===== config.mk =====
export PLATFORM = sky130hd
export DESIGN_NAME = rr_mux8_arbiter
export DESIGN_NICKNAME = d
export VERILOG_FILES = /design/src/rtl/rr_mux8_arbiter.sv
export SDC_FILE = /design/constraint.sdc
export NUM_CORES = 1
export LEC_CHECK = 0
export ABC_AREA = 0
export ABC_CLOCK_PERIOD_IN_PS = 7210
export BUFFER_PORTS_ARGS = -buffer_cell sky130_fd_sc_hd__buf_2
export CORE_MARGIN = 2
export CORE_UTILIZATION = 40
export CTS_CLUSTER_SIZE = 20
export DETAILED_ROUTE_END_ITERATION = 12
export HOLD_SLACK_MARGIN = 0.05
export MAX_ROUTING_LAYER = met4
export SETUP_SLACK_MARGIN = 0.1
export SLEW_MARGIN = 40
export SYNTH_ARGS = -nofsm -noshare
export SYNTH_HDL_FRONTEND = slang
export SYNTH_SLANG_ARGS = --single-unit

===== constraint.sdc =====
create_clock -name clk -period 7.21 [get_ports clk]
set_input_delay 0.3605 -clock clk [delete_from_list [all_inputs] [get_ports clk]]
set_output_delay 0.3605 -clock clk [all_outputs]
set_load 0.01 [all_outputs]

===== src/rtl/rr_mux8_arbiter.sv =====
// Round-robin arbiter for an 8:1 shared mux. Grants one requester at a time,
// bounds each grant to MAX_HOLD cycles, and rotates priority past the last
// winner so that every requester gets a turn.
module rr_mux8_arbiter #(
    parameter int DATA_W   = 1,
    parameter int MAX_HOLD = 4
) (
    input  logic                clk,
    input  logic                rst,
    input  logic [7:0]          req,
    input  logic [8*DATA_W-1:0] din,
    output logic [7:0]          gnt,
    output logic [2:0]          sel,
    output logic                busy,
    output logic [DATA_W-1:0]   y
);

    localparam int CNT_W = (MAX_HOLD > 1) ? $clog2(MAX_HOLD) : 1;
    localparam logic [CNT_W-1:0] CNT_LAST = CNT_W'(MAX_HOLD - 1);

    typedef enum logic {
        IDLE,
        GRANT
    } state_t;

    state_t           state, state_n;
    logic [7:0]       gnt_n;
    logic [2:0]       sel_n;
    logic [2:0]       ptr, ptr_n;
    logic [CNT_W-1:0] cnt, cnt_n;

    logic [2:0] win;
    logic [2:0] idx;
    logic       found;

    // Round-robin search: ptr has top priority, then ptr+1 ... ptr+7 (mod 8).
    always_comb begin
        win   = ptr;
        idx   = ptr;
        found = 1'b0;
        for (int unsigned i = 0; i < 8; i++) begin
            idx = ptr + 3'(i);
            if (!found && req[idx]) begin
                win   = idx;
                found = 1'b1;
            end
        end
    end

    // Next-state logic: arbitrate in IDLE, count/release in GRANT.
    always_comb begin
        state_n = state;
        gnt_n   = gnt;
        sel_n   = sel;
        ptr_n   = ptr;
        cnt_n   = cnt;
        case (state)
            IDLE: begin
                if (found) begin
                    sel_n   = win;
                    gnt_n   = 8'b1 << win;
                    cnt_n   = '0;
                    state_n = GRANT;
                end
            end
            GRANT: begin
                if (!req[sel] || cnt == CNT_LAST) begin
                    gnt_n   = '0;
                    ptr_n   = sel + 3'd1;
                    state_n = IDLE;
                end else begin
                    cnt_n = cnt + CNT_W'(1);
                end
            end
            default: begin
                gnt_n   = '0;
                state_n = IDLE;
            end
        endcase
    end

    // State and output registers; reset drops any active grant.
    always_ff @(posedge clk) begin
        if (rst) begin
            state <= IDLE;
            gnt   <= '0;
            sel   <= '0;
            ptr   <= '0;
            cnt   <= '0;
        end else begin
            state <= state_n;
            gnt   <= gnt_n;
            sel   <= sel_n;
            ptr   <= ptr_n;
            cnt   <= cnt_n;
        end
    end

    assign busy = |gnt;
    assign y    = busy ? din[32'(sel) * DATA_W +: DATA_W] : '0;

endmodule

# After elaboration in Yosys (flattened, before gate mapping)
# Index checks and enable logic that the tools add are counted.
dict set report totals {
  wordCells 94
  regBits 17
  inputBits 18
}
dict set report op_classes {
  add_sub_neg 9
  shifts 2
  n_bitwise 1
  n_mux 43
  reduce_logical 21
  n_lt_le_gt_ge 9
  eq_ne 4
}
# cell n
set ops {}
lappend ops {{$lt A3 B4 Y1 const B} 9}
lappend ops {{$bmux W1 S3} 9}
lappend ops {{$mux W3} 7}
lappend ops {{$mux W1} 20}
lappend ops {{$mux W8} 2}
lappend ops {{$pmux W8 S2} 1}
lappend ops {{$add A3 B3 Y3 const B} 4}
lappend ops {{$logic_not A1 Y1} 8}
lappend ops {{$reduce_and A2 Y1} 4}
lappend ops {{$reduce_or A8 Y1} 1}
lappend ops {{$shiftx A8 B4 Y1} 1}
lappend ops {{$shl A1 B3 Y8 const A} 1}
lappend ops {{$logic_and A1 B1 Y1} 7}
lappend ops {{$add A3 B1 Y3 const B} 2}
lappend ops {{$add A3 B2 Y3 const B} 2}
lappend ops {{$mux W2} 2}
lappend ops {{$ne A2 B2 Y1 const B} 2}
lappend ops {{$pmux W2 S2} 1}
lappend ops {{$add A2 B1 Y2 const B} 1}
lappend ops {{$eq A2 B2 Y1 const B} 1}
lappend ops {{$ne A2 B1 Y1 const B} 1}
lappend ops {{$pmux W1 S2} 1}
lappend ops {{$logic_or A1 B1 Y1} 1}
lappend ops {{$not A1 Y1} 1}

# Logic depth before layout (Yosys ltp)
# Gate-level depths: netlist (run 1).
dict set report depth {
  ltp_word 27
  ltp_mapped 13
  ltp_nobuf 10
}

# Worst setup path after synthesis (run 1)
# Ideal clock, no wire load.
dict set report synth_path {
  kind {register -> register}
  start {reg ptr[1]}
  end {reg gnt[7]}
  n_path_buf 2
  arrival_time_ns 2.921
  setup_time_ns 0.117
  path_stages_with_launch 13
  setup_slack_ns 4.171
  required_ns 7.093
  period_less_slack_ns 3.039
  path_cell_list {dfxtp_1 -> buf_6 -> inv_1 -> ha_1 -> buf_6 -> mux2i_1 -> mux4_2 -> a22oi_4 -> nor4_1 -> a222oi_1 -> xnor2_1 -> and2_4 -> a32o_1}
}
dict set report synth_between {
  elab_chain_len 27
  elab_cells_between_ends 57
  classes_between {7 x add/sub; 1 x eq/ne; 1 x shift; 33 x mux; 15 x reduce/logical}
}
# element line_no
set synth_rtl {}
lappend synth_rtl {{start: declaration} 29} ;# logic [2:0] ptr, ptr_n;
lappend synth_rtl {{start signal: assignment} 94} ;# ptr <= ptr_n;
lappend synth_rtl {{branches (longest 27 deep; another with $add A3 B1 Y3)} -}
lappend synth_rtl {{end signal: assignment} 92} ;# gnt <= gnt_n;
lappend synth_rtl {{end: declaration} 12} ;# output logic [7:0] gnt,
# Parallel ways; which one is timed is not known. The select of a mux whose other input is x is not followed.
# A chain may end at the register's enable or synchronous reset.

# Worst setup path after layout (run 1)
dict set report layout_path {
  start {reg ptr[0]}
  end {reg gnt[6]}
}
# Same word-level chain as after synthesis.

==> impl_results.md, run 1 <==
* Final hold viol count at 0
* Clock Pin Slew Worst Setup and Hold Paths at about 0.060 ns
* Worst reg2reg path endpoint: gnt[6]
* Reg2Reg Launch Point: ptr[0]
* Final setup vio count at 0
* Initial antenna violation count at 0
* CTS max path bufs at 2
* Core Region at 0.00438 sq mm
* Syn Nets at roughly 210
* Area growth syn-to-layout at 9.27%
* Crit path max-delay cell type: dfxtp_1
* Mapped Cells at ~190
* Register area at 340 sq um
* WS Path Type: reg2reg
* Non-Filler Instances at 266
* Fmax at between 200 and 250 MHz
* Root buffer cell: clkbuf_8
* CP Max Fanout at 20
* Fin crit period at 4.06 ns
* Metal3 WL at 142 um
* ANT cells at 0
* Crit path launch type: register
* Die height at about 70 um
* Largest net degree at the start of global routing at 21
* IO Count at 31
* Layout cell share with drive strength beyond 1 at 0.266
* Worst-case vdd ir drop at approximately 0.13 mV
* Net Sw Power at 208 uW
* R2R depth at 10
* CTS tree: yes
* WL per Instance at 16.4 um
* Top post-synthesis cells by count: 19 x nand2_1, 17 x dfxtp_1, 17 x mux2i_1, 15 x nor2_1
* Starting density of the core at 0.419
* Leading post-synthesis cells by cell area: dfxtp_1 19%, mux4_1 10%, mux4_2 9.8%, mux2i_1 9.3%, nand2_1 3.9%
* Max layer used: met4
* Pwr/cell area at 239 mW/mm^2
* Post-Route WL at around 4.4 mm
* Most frequent cell after synthesis: nand2_1
* Total number of vias at 1,591
* Hold-fix buffers, CTS at 0
* Fraction of registers with async set/reset at 0
* H-tree levels at 1
* Cell chain of the critical path: inv_1, ha_1, mux2i_1, mux4_2, a22oi_4, nor3_4, a31oi_2, nor2b_2, nor2b_1, a32o_1
* Comb power frac at 0.579
* Status: finished, final reports clean
* Worst Hold Launch: rst
* # fillers at 435
* Maxcap violations at 0
* Hold path depth at 2
* Hold crit path type: in2reg
* Mapped Area at 0.00184 sq mm
* CP required at 7.41 ns
* CTS resizes at 0
* 1st-pass router iterations at 4
* Switch share at 0.433
* Clock share of power at 0.148
* Vias/cell at 5.98
* Fin worst setup slack at around 3.1 ns
* Relative slew slack at 0.478
* Period utilisation layout at 0.563
* IO Port Bufs at 30
* Internal power at around 270 uW
* TNS Setup at 0 ns
* Pins over their slew limit at 0
* Pre-CTS WS at 3.21 ns
* Layout Nets at 237
* Worst Max-Slew Pin Slew at 0.782 ns
* Total grt overflow at 0
* CTS Buf Count at 3
* Wl on met1 at ~2.2 mm
* Post-synth EDFFs at 0
* Top FF cell, synth: dfxtp_1
* CP max stage delay at 0.83 ns
* Post-placement cell count at 262
* Mapped Avg Cell Area at ~10 sq um
* Final ANT Viol Nets at 0
* Tot GR Track Use at 0.187
* Seq cells post-synth at 17
* RSZ-0062 raised after global routing: no
* Clock Sinks at 17
* Final HPWL DP at 3.34 mm
* Register area share after synthesis at 0.185
* Die area at between 0.005 and 0.006 sq mm
* Vias in the first global route at 1,540
* Layout Skew at 0.00242 ns
* First-pass GRT wire length at 7.55 mm
* Metal2 WL at slightly above 2 mm
* Worst skew pair latency at 0.25 ns
* Synth cell types at 55
* Synth area leader: dfxtp_1
* Sequential group share of total power at 0.273
* Synth top area share at 0.185
* Worst setup EP type: register
* P_leak at 0.000818 uW
* Die width at between 70 and 80 um
* Synth Warn # at 0
* DRC at 0
* Row count at 24
* Setup Buffers After CTS at 0
* 1st-iter DRT viols at 95
* Critical Path AT at 4.26 ns
* Hold Path End: sel[0]
* Worst R2R Setup Slack at 3.15 ns
* Area occupied by multi-input gates at between 0.001 and 0.0015 sq mm
* GPL Wtd Cong at 0.919
==> placed cells by master (no fill, tap or decap), drive strengths merged, types with 3 or more instances in the layout <==
cell / Yosys / layout
ha: 4 / 4
dfxtp: 17 / 17
nor2b: 3 / 3
mux2: 3 / 3
o21ai: 12 / 12
nand2b: 4 / 4
nor2: 16 / 16
nand2: 19 / 19
a21oi: 9 / 9
xnor2: 4 / 4
mux4: 15 / 15
o22ai: 3 / 3
clkbuf: 5 / 4
nand3: 3 / 3
a32o: 3 / 3
xor2: 3 / 3
a22o: 5 / 5
nor3: 3 / 3
mux2i: 18 / 18
inv: 10 / 10
buf: 4 / 30
nor4: 3 / 3
==> critical path, delay by kind of cell, from the launching register on <==
kind	cells	cell delay, ns
flops	1	0.83
buf+inv	1	0.24
simple gates	3	0.57
mux	2	0.74
fa+ha+maj	1	0.72
compound gates	3	0.89
==> power groups by stage <==
stage | combinational (uW) | sequential, uW | clock, uW
after floorplan | 228 | 123 | 0
after global placement | 275 | 133 | 0
after detailed placement | 274 | 133 | 0
after CTS | 275 | 131 | 72.7
after global routing | 305 | 135 | 74.8
final | 277 | 131 | 71.1
==> metal layers <==
metal,GRT usage,up-vias
met5,-,-
met4,0.0126,0
met3,0.0253,2
met2,0.294,29
met1,0.270,781
li1,-,779
==> state kept, by name, indices dropped and copies added (netlist names) <==
name / flops
sel: 3
state: 1
cnt: 2
ptr: 3
gnt: 8
==> through the flow <==
| step | util | instance area, sq um | hold slack [ns] | total power [uW] |
|---|---|---|---|---|
| 5_1_grt | 0.457 | 2010 | 0.439 | 515 |
| 2_1_floorplan | - | 1840 | 0.482 | 351 |
| 3_5_place_dp | 0.447 | 1960 | 0.465 | 407 |
| 4_1_cts | 0.457 | 2010 | 0.426 | 478 |
| 3_3_place_gp | 0.447 | 1960 | 0.455 | 408 |
| 6_report | 0.457 | 2010 | 0.428 | 479 |
==> final cells by class <==
type	instances	share of cell area
Inverter	10	0.0187
Multi-Input combinational cell	153	0.682
Tap cell	52	0.0324
Timing Repair Buffer	30	0.0749
Clock buffer	4	0.0225
Sequential cell	17	0.170
==> cell families after synthesis <==
kind of cell | count (synthesis) | share of synthesized area
flip-flops | 17 | 0.185
AO/OA/AOI/OAI | 48 | 0.194
buffers and inverters | 19 | 0.0695
adder cells (fa/ha/maj) | 4 | 0.0273
XOR/XNOR | 7 | 0.0375
multiplexers | 36 | 0.319
AND/OR/NAND/NOR | 58 | 0.168
==> worst max-delay path by stage <==
stage                     depth (start not counted)     end  slack (ns)  startpoint
after global routing                             10  gnt[6]        2.84      ptr[0]
after detailed placement                         10  gnt[6]        3.21      ptr[0]
final                                            10  gnt[6]        3.15      ptr[0]
after global placement                           10  gnt[7]        3.33      ptr[0]
after CTS                                        10  gnt[6]        3.19      ptr[0]
after floorplan                                  12  gnt[7]        4.17      ptr[1]
Power figures use the tool's default switching activity.
==> inputs of run 2 (changes only) <==
- ABC_CLOCK_PERIOD_IN_PS: 7210 -> 3600
- clock period: 7.21 -> 3.6 ns (I/O delays scaled with it)
==> impl_results.md, run 2 (synthesis results as in run 1) <==
* Die area at 0.00515 sq mm (unchanged)
* 1st-iter DRT viols at 155 (+63%)
* RSZ-0062 raised after global routing: no
* Hold-fix buffers, CTS at 0 (unchanged)
* Layout cell share with drive strength beyond 1 at 0.288 (+0.0213)
* Initial antenna violation count at 0 (unchanged)
* IO Count at 31 (unchanged)
* Cell chain of the critical path: inv_1, ha_1, mux2i_1, mux4_2, a22oi_4, nor3_4, a31oi_2, nor2b_2, nor2b_1, a32o_1
* P_leak at 0.000847 uW (+3.5%)
* Hold crit path type: in2reg
* CTS Buf Count at 3 (unchanged)
* Final setup vio count at 0 (unchanged)
* Clock Pin Slew Worst Setup and Hold Paths at 0.07 ns (about the same)
* Vias/cell at 5.90 (-1.4%)
* TNS Setup at 0 ns (unchanged)
* Area growth syn-to-layout at 11.4%
* H-tree levels at 1 (unchanged)
* Worst Max-Slew Pin Slew at 0.513 ns (-0.268 ns)
* Status: finished, final reports clean
* Total number of vias at 1,598 (+0.44%)
* Setup Buffers After CTS at 0 (unchanged)
* Starting density of the core at 0.419 (unchanged)
* GPL Wtd Cong at 0.945 (+2.9%)
* Largest net degree at the start of global routing at 20 (-4.8%)
* Biggest regs: gnt (8), ptr (3), sel (3)
* Fmax at 321 MHz (+30%)
* First-pass GRT wire length at 7.00 mm (-7.3%)
* Worst-case vdd ir drop at 0.276 mV (+120%)
* ANT cells at 0 (unchanged)
* Final HPWL DP at 3.28 mm (-2.0%)
* Root buffer cell: clkbuf_8
* Die width at 71.7 um (unchanged)
* Biggest register: gnt
* Worst skew pair latency at 0.25 ns (about the same)
* Hold_ws at 0.249 ns (-0.179 ns)
* CP Max Fanout at 8 (-60%)
* DRC at 0 (unchanged)
* Layout Nets at 242 (+2.1%)
* Pins over their slew limit at 0 (unchanged)
* Most frequent cells in the layout: 30 x buf_2, 19 x nand2_1, 17 x mux2i_1, 17 x dfxtp_1, 15 x nor2_1
* Buf/Inv on CP at 1 (unchanged)
* Area occupied by multi-input gates at 0.00137 sq mm (unchanged)
* Pwr/cell area at 472 mW/mm^2 (+98%)
* CP max stage delay at 0.55 ns (-0.28 ns)
* CTS tree: yes
* Cell family with most CP delay: compound AO/OA/AOI/OAI gates
* Crit path max-delay cell type: mux4_2
* Core Region at 0.00438 sq mm (unchanged)
* Crit path launch type: register
* Fin area at 0.00204 sq mm (+1.9%)
* Vias in the first global route at 1,428 (-7.3%)
* Most common cell after layout, fill and taps aside: buf_2
* Critical Path AT at 3.31 ns (-0.95 ns)
* Post-Route WL at 4.20 mm (-3.8%)
* Layout Skew at 0.00109 ns (-0.00133 ns)
* Final ANT Viol Nets at 0 (unchanged)
* Worst setup EP type: register
* Max FFs per register at 8 (unchanged)
* Die height at 71.7 um (unchanged)
* Maxcap violations at 0 (unchanged)
* WS Path Type: reg2reg
* Total grt overflow at 0 (unchanged)
* WL per Instance at 15.5 um (-5.6%)
* Clock Sinks at 17 (unchanged)
* Fin crit period at 3.12 ns (-0.942 ns)
* 1st-pass router iterations at 5 (+1)
* Final hold viol count at 0 (unchanged)
* IO Port Bufs at 30 (unchanged)
* CTS resizes at 0 (unchanged)
* Tot GR Track Use at 0.174 (-0.0134)
* Post-Place Cell Area at 0.00200 sq mm (+1.9%)
* Period utilisation layout at 0.866 (+0.303)
* Register area at 340 sq um (unchanged)
* Row count at 24 (unchanged)
* CTS max path bufs at 2 (unchanged)
* # fillers at 409 (-6.0%)
* Relative slew slack at 0.655 (+0.177)
* CP required at 3.79 ns (-3.62 ns)
[run 2: changes by cell type in the layout (fill, tap and decap cells not counted), sizes merged]
| cell | before | now |
|---|---|---|
| clkinv | 0 | 1 |
| buf | 30 | 35 |
| clkbuf | 4 | 3 |
[run 2: power by group]
part	switching (uW)	total, uW	internal, uW
Sequential	30.9	244	213
Combinational	315	580	264
Clock	64.8	142	76.7
Total	411	965	555
[run 2: final timing paths]
| path | startpoint | to | slack (ns) | cells past startpoint |
|---|---|---|---|---|
| setup / recovery | ptr[1] | gnt[6] | 0.48 | 10 |
| hold / removal | rst | cnt[0] | 0.25 | 2 |
| setup reg to reg | ptr[1] | gnt[6] | 0.48 | 10 |
| hold reg to reg | gnt[1] | gnt[1] | 0.47 | 2 |
[run 2: cell type report]
cell class              count  share of cell area
clock buffers               3              0.0202
clock inverters             1             0.00245
inverters                  10              0.0184
multi-input cells         153               0.669
flip-flops and latches     17               0.166
well taps                  52              0.0318
repair buffers             35              0.0918
[run 2: worst register-to-register path, cell delays in order, from the launching register on]
cell	delay, ns
dfxtp_1	0.33
inv_1	0.09
ha_1	0.47
mux2i_1	0.14
mux4_2	0.55
a22oi_4	0.29
nor3_4	0.10
a31oi_2	0.43
nor2b_2	0.29
nor2b_1	0.21
a32o_1	0.17
[run 2: per-layer routing]
| metal | part of all wire | track usage | wire length [um] | vias up |
|---|---|---|---|---|
| met5 | 0 | - | 0 | - |
| met1 | 0.51 | 0.252 | 2120 | 746 |
| met3 | 0.038 | 0.0239 | 161 | 4 |
| met4 | 0.0067 | 0.0356 | 28 | 0 |
| li1 | - | - | - | 796 |
| met2 | 0.45 | 0.259 | 1880 | 52 |
[run 2: per-stage QoR]
stage	instances	util	setup WS, ns	power, uW
global route	271	0.466	0.236	1040
floorplan	189	-	0.561	703
CTS	271	0.466	0.507	967
detailed placement	267	0.456	0.522	825
finish	271	0.466	0.482	965
global placement	267	0.456	0.538	834
